===== src/rtl/wb_arbiter.sv =====
// Two-requester register-file writeback arbiter with a destination scoreboard.
// Define WB_ARB_ROUND_ROBIN_EN for round-robin contention; otherwise requester B always wins.
module wb_arbiter (
    input  logic        clk,
    input  logic        rst,
    input  logic        a_valid,
    input  logic [3:0]  a_reg,
    input  logic [15:0] a_data,
    output logic        a_ready,
    input  logic        b_valid,
    input  logic [3:0]  b_reg,
    input  logic [15:0] b_data,
    output logic        b_ready,
    input  logic        rsv_valid,
    input  logic [3:0]  rsv_reg,
    input  logic [3:0]  chk_reg1,
    input  logic [3:0]  chk_reg2,
    output logic        chk_busy1,
    output logic        chk_busy2,
    output logic        WriteReg,
    output logic [3:0]  DstReg,
    output logic [15:0] DstData,
    output logic [15:0] busy_vec
);

    logic        writeReg_q, writeReg_d;
    logic [3:0]  dstReg_q, dstReg_d;
    logic [15:0] dstData_q, dstData_d;
    logic [15:0] busy_q, busy_d;
    logic        aWins;
    logic        accept;
    logic [3:0]  accReg;
    logic [15:0] accData;

`ifdef WB_ARB_ROUND_ROBIN_EN
    // Set when B took the most recent grant, so A is owed the next contention.
    logic lastGrantB_q, lastGrantB_d;
    assign aWins = lastGrantB_q;
`else
    assign aWins = 1'b0;
`endif

    always_comb begin
        a_ready = 1'b0;
        b_ready = 1'b0;
        if (!rst) begin
            a_ready = a_valid && (!b_valid || aWins);
            b_ready = b_valid && !(a_valid && aWins);
        end
    end

    assign accept  = a_ready || b_ready;
    assign accReg  = a_ready ? a_reg  : b_reg;
    assign accData = a_ready ? a_data : b_data;

    always_comb begin
        writeReg_d = accept && (accReg != 4'd0);
        dstReg_d   = dstReg_q;
        dstData_d  = dstData_q;
        busy_d     = busy_q;
        if (accept) begin
            dstReg_d  = accReg;
            dstData_d = accData;
            busy_d[accReg] = 1'b0;
        end
        // Applied after the clear so a same-register reservation wins.
        if (rsv_valid) begin
            busy_d[rsv_reg] = 1'b1;
        end
        busy_d[0] = 1'b0;
    end

`ifdef WB_ARB_ROUND_ROBIN_EN
    always_comb begin
        lastGrantB_d = lastGrantB_q;
        if (accept) begin
            lastGrantB_d = b_ready;
        end
    end

    always_ff @(posedge clk or posedge rst) begin
        if (rst) begin
            lastGrantB_q <= 1'b1;
        end else begin
            lastGrantB_q <= lastGrantB_d;
        end
    end
`endif

    always_ff @(posedge clk or posedge rst) begin
        if (rst) begin
            writeReg_q <= 1'b0;
            dstReg_q   <= 4'd0;
            dstData_q  <= 16'd0;
            busy_q     <= 16'd0;
        end else begin
            writeReg_q <= writeReg_d;
            dstReg_q   <= dstReg_d;
            dstData_q  <= dstData_d;
            busy_q     <= busy_d;
        end
    end

    assign WriteReg  = writeReg_q;
    assign DstReg    = dstReg_q;
    assign DstData   = dstData_q;
    assign busy_vec  = busy_q;
    assign chk_busy1 = (chk_reg1 != 4'd0) && busy_q[chk_reg1];
    assign chk_busy2 = (chk_reg2 != 4'd0) && busy_q[chk_reg2];

endmodule


===== config.mk =====
export PLATFORM = sky130hd
export DESIGN_NAME = wb_arbiter
export DESIGN_NICKNAME = d
export VERILOG_FILES = /design/src/rtl/wb_arbiter.sv
export SDC_FILE = /design/constraint.sdc
export NUM_CORES = 1
export LEC_CHECK = 0
export ABC_AREA = 1
export BUFFER_PORTS_ARGS = -buffer_cell sky130_fd_sc_hd__buf_4
export CORE_ASPECT_RATIO = 1.1
export CORE_MARGIN = 5
export CORE_UTILIZATION = 43
export DETAILED_ROUTE_END_ITERATION = 7
export GPL_ROUTABILITY_DRIVEN = 0
export PLACE_DENSITY = 0.77
export SLEW_MARGIN = 20
export SYNTH_ARGS = -nofsm -noshare
export SYNTH_HDL_FRONTEND = slang
export SYNTH_SLANG_ARGS = --single-unit

===== constraint.sdc =====
create_clock -name clk -period 1.27 [get_ports clk]
set_input_delay 0.1905 -clock clk [delete_from_list [all_inputs] [get_ports clk]]
set_output_delay 0.1905 -clock clk [all_outputs]
set_load 0.02 [all_outputs]

==> results of run 1 <==
sequential cells by signal, summed over array words and instances, names as in the netlist:
| register | flops |
|---|---|
| DstData | 16 |
| DstReg | 4 |
| WriteReg | 1 |
| busy_vec | 15 |
repair_timing:
action / CTS / global route
resized for setup: 2 / 7
hold buffers: 1 / 0
setup endpoints to repair: 2 / 2
pin swaps: 4 / 5
endpoints found under the hold margin: 34 / 0
setup buffers: 2 / 1
worst min path at each step:
stage | start | to | slack [ns] | cells after the start
after floorplan | rst | DstData[0] | -0.02 | 1
after global placement | rst | DstReg[3] | 0.27 | 3
after detailed placement | rst | DstReg[3] | 0.29 | 3
after CTS | a_data[1] | DstData[1] | 0.15 | 3
after global routing | a_data[4] | DstData[4] | 0.14 | 3
final | a_data[1] | DstData[1] | 0.15 | 3
logic make-up (layout without fill, tap and decap cells):
| group | after synthesis | in the layout | synth area share, % |
|---|---|---|---|
| other | 1 | 1 | 0.170 |
| AO/OA/AOI/OAI | 45 | 45 | 11.2 |
| flip-flops | 36 | 36 | 40.7 |
| AND/OR/NAND/NOR | 186 | 186 | 38.6 |
| buffers and inverters | 47 | 157 | 9.33 |
per-layer routing:
layer | share of wire [%] | vias up
met5 | 0 | -
met4 | 3.9 | 0
met3 | 6.5 | 23
met2 | 49 | 90
met1 | 40 | 1117
li1 | - | 1213
final cells by class:
class,instances,area [sq um],area share (%)
clock buffers,6,82.6,2.57
clock inverters,2,15.0,0.467
inverters,36,148,4.60
multi-input cells,232,1120,34.9
flip-flops and latches,36,901,28.0
well taps,58,72.6,2.26
repair buffers,113,871,27.1
critical path, cell delays in order (launching register included):
cell and delay (ns):
dfrtp_1 0.40, o211ai_1 0.24, nand2_1 0.11, nand3_2 0.08, nand2_2 0.05, inv_2 0.04
nand2_2 0.04, buf_6 0.12
cell usage after synthesis:
cell	n	area (sq um)
nand2_1	104	390
dfrtp_1	36	901
inv_1	31	116
nor2_1	30	113
nand3_1	27	135
o21ai_0	23	115
o21ai_1	12	60.1
nand2_2	8	50.1
buf_2	6	30.0
o211ai_1	6	45.0
inv_2	5	18.8
nor2_4	4	45.0
nand2_4	3	33.8
nand4_1	3	18.8
clkbuf_1	2	7.51
nand3_4	2	35.0
nor2_2	2	12.5
nor3_1	2	10.0
o21bai_1	2	15.0
a21oi_1	1	5.00
a22oi_1	1	7.51
buf_4	1	7.51
buf_6	1	11.3
buf_8	1	15.0
conb_1	1	3.75
nand3_2	1	10.0
where the power goes:
| group | total, uW | internal [uW] | switching, uW | leakage, uW |
|---|---|---|---|---|
| Combinational | 1620 | 728 | 888 | 0.00123 |
| Sequential | 1560 | 1370 | 195 | 0.000423 |
| Clock | 887 | 439 | 448 | 0.0000434 |
layout by cell type, fill, tap and decap left out, drive strengths merged:
master	Yosys	layout
nand4	3	3
clkinvlp	0	2
nor3	2	2
o21ai	35	35
dlygate4sd3	0	1
a22oi	1	1
o21bai	2	2
nand2	115	115
nor2	36	36
inv	36	36
clkbuf	2	6
nand3	30	30
dfrtp	36	36
a21oi	1	1
conb	1	1
buf	9	112
o211ai	6	6
stage by stage:
stage                     instances  setup TNS, ns  hold slack (ns)  area, sq um  worst slack, ns
after floorplan                 315              0          -0.0212         2230           0.0398
after global placement          471        -0.0424            0.274         3060          -0.0145
after detailed placement        471         -0.197            0.287         3060          -0.0702
after CTS                       482         -0.467            0.147         3190           -0.264
after global routing            483         -0.683            0.144         3210           -0.362
final                           483         -0.526            0.148         3210           -0.306
==> summary.md, run 1 <==
In this run the number of H-tree levels came out at 2. The number of warnings reported in the yosys synthesis log is 0, and the clock period minus worst slack is 1.58 ns. For this design the top-level I/O count stands at 98. The maximum number of pins on one net before global-route repair was 23. For the number of DRC violations after detailed routing, the log shows 0. Setup repair after global routing could not meet its margin everywhere.

The tools report the clock skew after layout as 0 ns. The terminus of the critical flop-to-flop path is busy_vec[6]. At the end of the flow, the number of nets in the layout was 481.

The register-to-register setup slack came out at 0.51 ns. The run gives 5290 microns as the half-perimeter wire length after placement. The final clock period utilization by the worst path is 124%, and the count of nets left with antenna violations after detail routing is 0. Proportion of synthesized chip area in sequential cells: 40.7%.

In this run the deepest clock path goes through 2 buffers. The max-slew violation count is 0. After detailed routing, the number of vias per cell comes to 5.06.

For the worst flop-to-flop path, the logic depth is 3. The flow ran to the end, but the final reports show violations. The final reports fail on negative setup slack. Setup violations remaining at the end of the flow were counted as 2. The post-synthesis instance total is 315. STA classifies the critical path startpoint as a flop.

The peak supply drop was 626 uV. The tree is rooted in a clkbuf_8. Derived from the worst setup path, the maximum achievable clock frequency is 635 MHz. The data required time of the worst path is 1.08 ns.

Compared with the post-synthesis result, the final layout area differs by 45.2%. For the final worst setup slack, the log shows -0.306 ns. The worst hold path belongs to the class primary input to flop. Clock-pin slew was measured on the worst setup and hold paths at 0.08 ns. The tools report the number of antenna violations at the first check in global routing as 0.

Following the worst setup path forward leads to its endpoint at chk_busy2. The total of max-cap violations was 0; the flip-flop and latch count after synthesis was 36. The initial utilization of the core area, before any placement, comes to 44.2%. At the worst endpoint, the arrival time is 1.39 ns.

The final count of hold timing violations is 0. TritonCTS built the clock tree. The cell area that synthesis handed to floorplanning was 2210 sq um. The post-route netlist has 36.2% of its cells at a drive strength greater than 1. The number of I/O port buffers works out to 96. The tools report the power after layout as 4070 uW. The tools report the number of clock sinks as 36.

The worst setup path is captured at an output pin. After global routing, the most crowded layer is met2. Global routing finished with a remaining overflow of 0. The worst register-to-register path begins at busy_vec[6]. The number of global-route vias before repair came out at 2457. For this run, global-route usage on met1 was measured as 24.8%. The antenna diode count was 0. Global routing consumed, on the met2 layer, 34.8% of the routing resources. The count of unique library cells instantiated by Yosys was 26; the largest fanout of any net on the critical path was 3. The synthesized area per cell is 7.02 sq um, and the die outline width is 78.4 microns. The first global-routing pass estimated 11000 microns of wire.

The logs give 27 for the floorplan row count and 0.00170 uW for the leakage power of the design. Counting the fill cells in the layout gives 436. The tools report the area enclosed by the die boundary as 6680 sq um. The wire length per cell after detailed routing is 13.9 microns. Dividing total power by cell area gives a power density of 1270 nW/um^2. Buffers inserted during clock tree synthesis total 5. The detailed router finished its first iteration with 127 violations. Counting every net in the synthesized netlist gives 372. Tracing the worst setup path back leads to its startpoint at busy_vec[2].

The run gives 4 as the number of detailed-routing iterations run before antenna repair. For the met3 demand-to-capacity share in global routing, the log shows 3.50%. The worst setup path is of the flop to output pin kind. For this block, the routed nets add up to 6720 microns of wire. The overall global routing resource usage was 20.5%. Once layout is complete, the utilization of the core stands at 64.2%. For the worst-skew pair, the clock arrives at the later sink with an insertion delay of 0.29 ns.

The die height works out to 85.2 microns. The routed via count is 2443. The region available for standard cell placement spans 5000 sq um.
Note: power is estimated with default switching activity, not from simulation.
==> inputs of run 2 (changes only) <==
- CELL_PAD_IN_SITES_DETAIL_PLACEMENT: not set -> 0
- CELL_PAD_IN_SITES_GLOBAL_PLACEMENT: not set -> 2
- CORE_UTILIZATION: 43 -> 22
- PLACE_DENSITY: 0.77 -> not set
- PLACE_DENSITY_LB_ADDON: not set -> 0.1
==> run 2 against run 1 <==
  * The flow still finishes with violations (negative setup slack)
  * Core utilization shrank 30 points
  * Clock power shrank 3.6%
  * Count of clock-buffer cells in the layout grew 2
  * Total power grew 1.7%
  * Final area grew 4.9%
  * Clock skew is the same
  * Non-clock buffer count grew 9
  * Combinational power grew 6%
  * Hold slack gained 0.0081 ns
  * Sequential power is essentially flat
  * Wire length grew 16%
  * Die area grew 82%
  * Critical endpoint unchanged
  * Largest cell class unchanged
  * Largest power group unchanged
==> summary.md, run 2 (synthesis gave the netlist of run 1 again) <==
The run finished, with violations left. The final reports fail on negative setup slack. The clock slew at the register clock pins of the worst setup and hold paths came out at 0.08 ns (about the same). The tools report the root buffer cell as clkbuf_8.

The count of nets left with antenna violations after detail routing is 0 (unchanged), and the met3 wire length is 503 microns (+16%). The wire length per cell after detailed routing came out at 14.1 microns (+1.4%). The data required time of the worst path was 1.08 ns (about the same).

The CTS H-tree depth is 2 (unchanged), and the areal power density over the cells is 1230 nW/um^2 (-3.1%). The max-slew violation count is 0 (unchanged). The mean number of vias per cell is 4.31 (-15%). The tools report the DRC marker count from the first detailed-route iteration as 47 (-63%).

TritonCTS built the clock tree. Overall global routing resource usage: 13.1% (-7.5 points). The post-placement cell count came out at 542 (+15%). The clock skew after layout came out at 0 ns (unchanged). For the maximum number of pins on one net before global-route repair, the log shows 23 (unchanged). Setup repair after global routing could not meet its margin everywhere. The data arrival time of the critical path was 1.31 ns (-0.08 ns); the setup TNS was -0.453 ns (+0.0729 ns). The run gives 664 MHz (+4.7%) as the fmax.

STA classifies the critical path endpoint as an output pin. The run gives 22.5% (-22 points) as the initial core utilization. Leaving out fill and tap cells, the most frequent cells in the layout are 116 x buf_4, 102 x nand2_1, 34 x dfrtp_1. The leading cell type in the layout, fill and taps excluded is buf_4. The die height was 115 microns (+35%); the routed via count was 2387 (-2.3%). Worst setup path category: flop to output pin. The run gives 0 (unchanged) as the total of max-cap violations.

The number of DRC violations after detailed routing came out at 0 (unchanged). The clock buffer count from CTS is 5 (unchanged). The core outline area was 9840 sq um (+97%); the leakage power of the design was 0.00175 uW (+3.1%).

For the worst-skew pair later-pin latency, the log shows 0.29 ns (about the same). The clock period minus worst slack was 1.50 ns (-0.0709 ns). Type of the worst min-delay path: primary input to flop. The total detailed-routing wirelength is 7820 microns (+16%). The flip-flop count of the largest register, all copies and words added came out at 16 (unchanged). The floorplan row count is 38 (+41%), and the die outline width is 106 microns (+35%).

The number of failing setup endpoints in the final timing report came out at 2 (unchanged). Met2 wire length: 4240 microns (+27%). The final non-filler cell total was 554 (+15%); the area of all sequential standard cells was 903 sq um (+0.28%). The kind of launch point of the worst setup path was a flop.

The number of I/O port buffers is 96 (unchanged), and the antenna diode count is 0 (unchanged). The highest signal layer in the routed design is met4. The largest fanout of any net on the critical path was 3 (unchanged); the half-perimeter wire length after placement was 6460 microns (+22%).

The multi-input gate area in the final layout is 1120 sq um (+0.22%). The number of antenna violations at the first check in global routing is 0 (unchanged), and the final clock period utilization by the worst path is 119% (-5.6 points). The maximum count of clock buffers along a single path was 2 (unchanged); the peak supply drop was 422 uV (-33%). The power after layout is 4140 uW (+1.7%). Compared with the post-synthesis result, the final layout area differs by 52.4%.

The number of global-route vias before repair came out at 2510 (+2.2%). Number of detailed-routing iterations run before antenna repair: 4 (unchanged). The number of clock sinks was 36 (unchanged); the final worst setup slack was -0.235 ns (+0.0709 ns). The total congestion overflow is 0 (unchanged), and the number of filler cells placed in the layout is 1093 (+150%).

Fraction of layout instances using a drive strength above 1: 37.8% (+1.6 points). The tools report the final count of hold timing violations as 0 (unchanged). The count of boundary I/O pins was 98 (unchanged). The logs give 12200 sq um (+82%) for the area enclosed by the die boundary and 490 (+1.9%) for the final net count. The logs give 12400 microns (+13%) for the wire length of the first global-routing pass and 2990 microns (+11%) for the met1 wire length.
[run 2: final timing paths]
check / from / end / slack (ns) / depth (start not counted)
setup reg to reg: busy_vec[8] / busy_vec[8] / 0.39 / 4
setup / recovery: busy_vec[2] / chk_busy2 / -0.23 / 7
max in group asynchronous: rst / busy_vec[10] / 0.48 / 4
hold / removal: a_data[7] / DstData[7] / 0.16 / 3
min in group asynchronous: rst / DstData[10] / 0.59 / 4
hold reg to reg: DstReg[0] / DstReg[0] / 0.48 / 2
[run 2: power by group]
part / switching [uW] / internal (uW) / leakage [uW] / total [uW]
clock network: 412 / 443 / 0.0000455 / 855
logic: 922 / 786 / 0.00129 / 1710
registers: 202 / 1370 / 0.000421 / 1570
total: 1540 / 2600 / 0.00175 / 4140
[run 2: layer usage]
layer	track usage (%)	vias up
li1	-	1228
met2	25.3	65
met3	3.93	7
met4	3.02	0
met1	13.9	1087
met5	0	-
[run 2: metrics by stage]
stage | worst slack, ns | hold slack, ns | cell area, sq um | util, %
2_1_floorplan | 0.0398 | -0.0212 | 2230 | -
3_3_place_gp | -0.0571 | 0.250 | 3220 | 32.7
3_5_place_dp | -0.0726 | 0.259 | 3220 | 32.7
4_1_cts | -0.257 | 0.148 | 3340 | 34.0
5_1_grt | -0.346 | 0.156 | 3370 | 34.2
6_report | -0.235 | 0.156 | 3370 | 34.2
[run 2: area by class of cell]
| type | count | share of cell area [%] |
|---|---|---|
| Clock buffer | 8 | 2.67 |
| Inverter | 36 | 4.38 |
| Multi-Input combinational cell | 232 | 33.4 |
| Sequential cell | 36 | 26.8 |
| Tap cell | 120 | 4.45 |
| Timing Repair Buffer | 122 | 28.3 |
[run 2: worst max-delay path, cell delays in order (launching register included)]
cell,delay [ns]
dfrtp_1,0.42
o211ai_1,0.20
nand2_1,0.07
nand3_1,0.07
nand2_1,0.05
inv_1,0.04
nand2_1,0.05
buf_6,0.13
[run 2: what timing repair did]
| item | in CTS | in global routing |
|---|---|---|
| pin swaps | 9 | 3 |
| gates cloned | 0 | 0 |
| hold buffers | 1 | 0 |
| setup endpoints to repair | 2 | 2 |
| hold endpoints to repair | 36 | 0 |
| gates resized for setup | 8 | 5 |
| setup buffers | 2 | 1 |
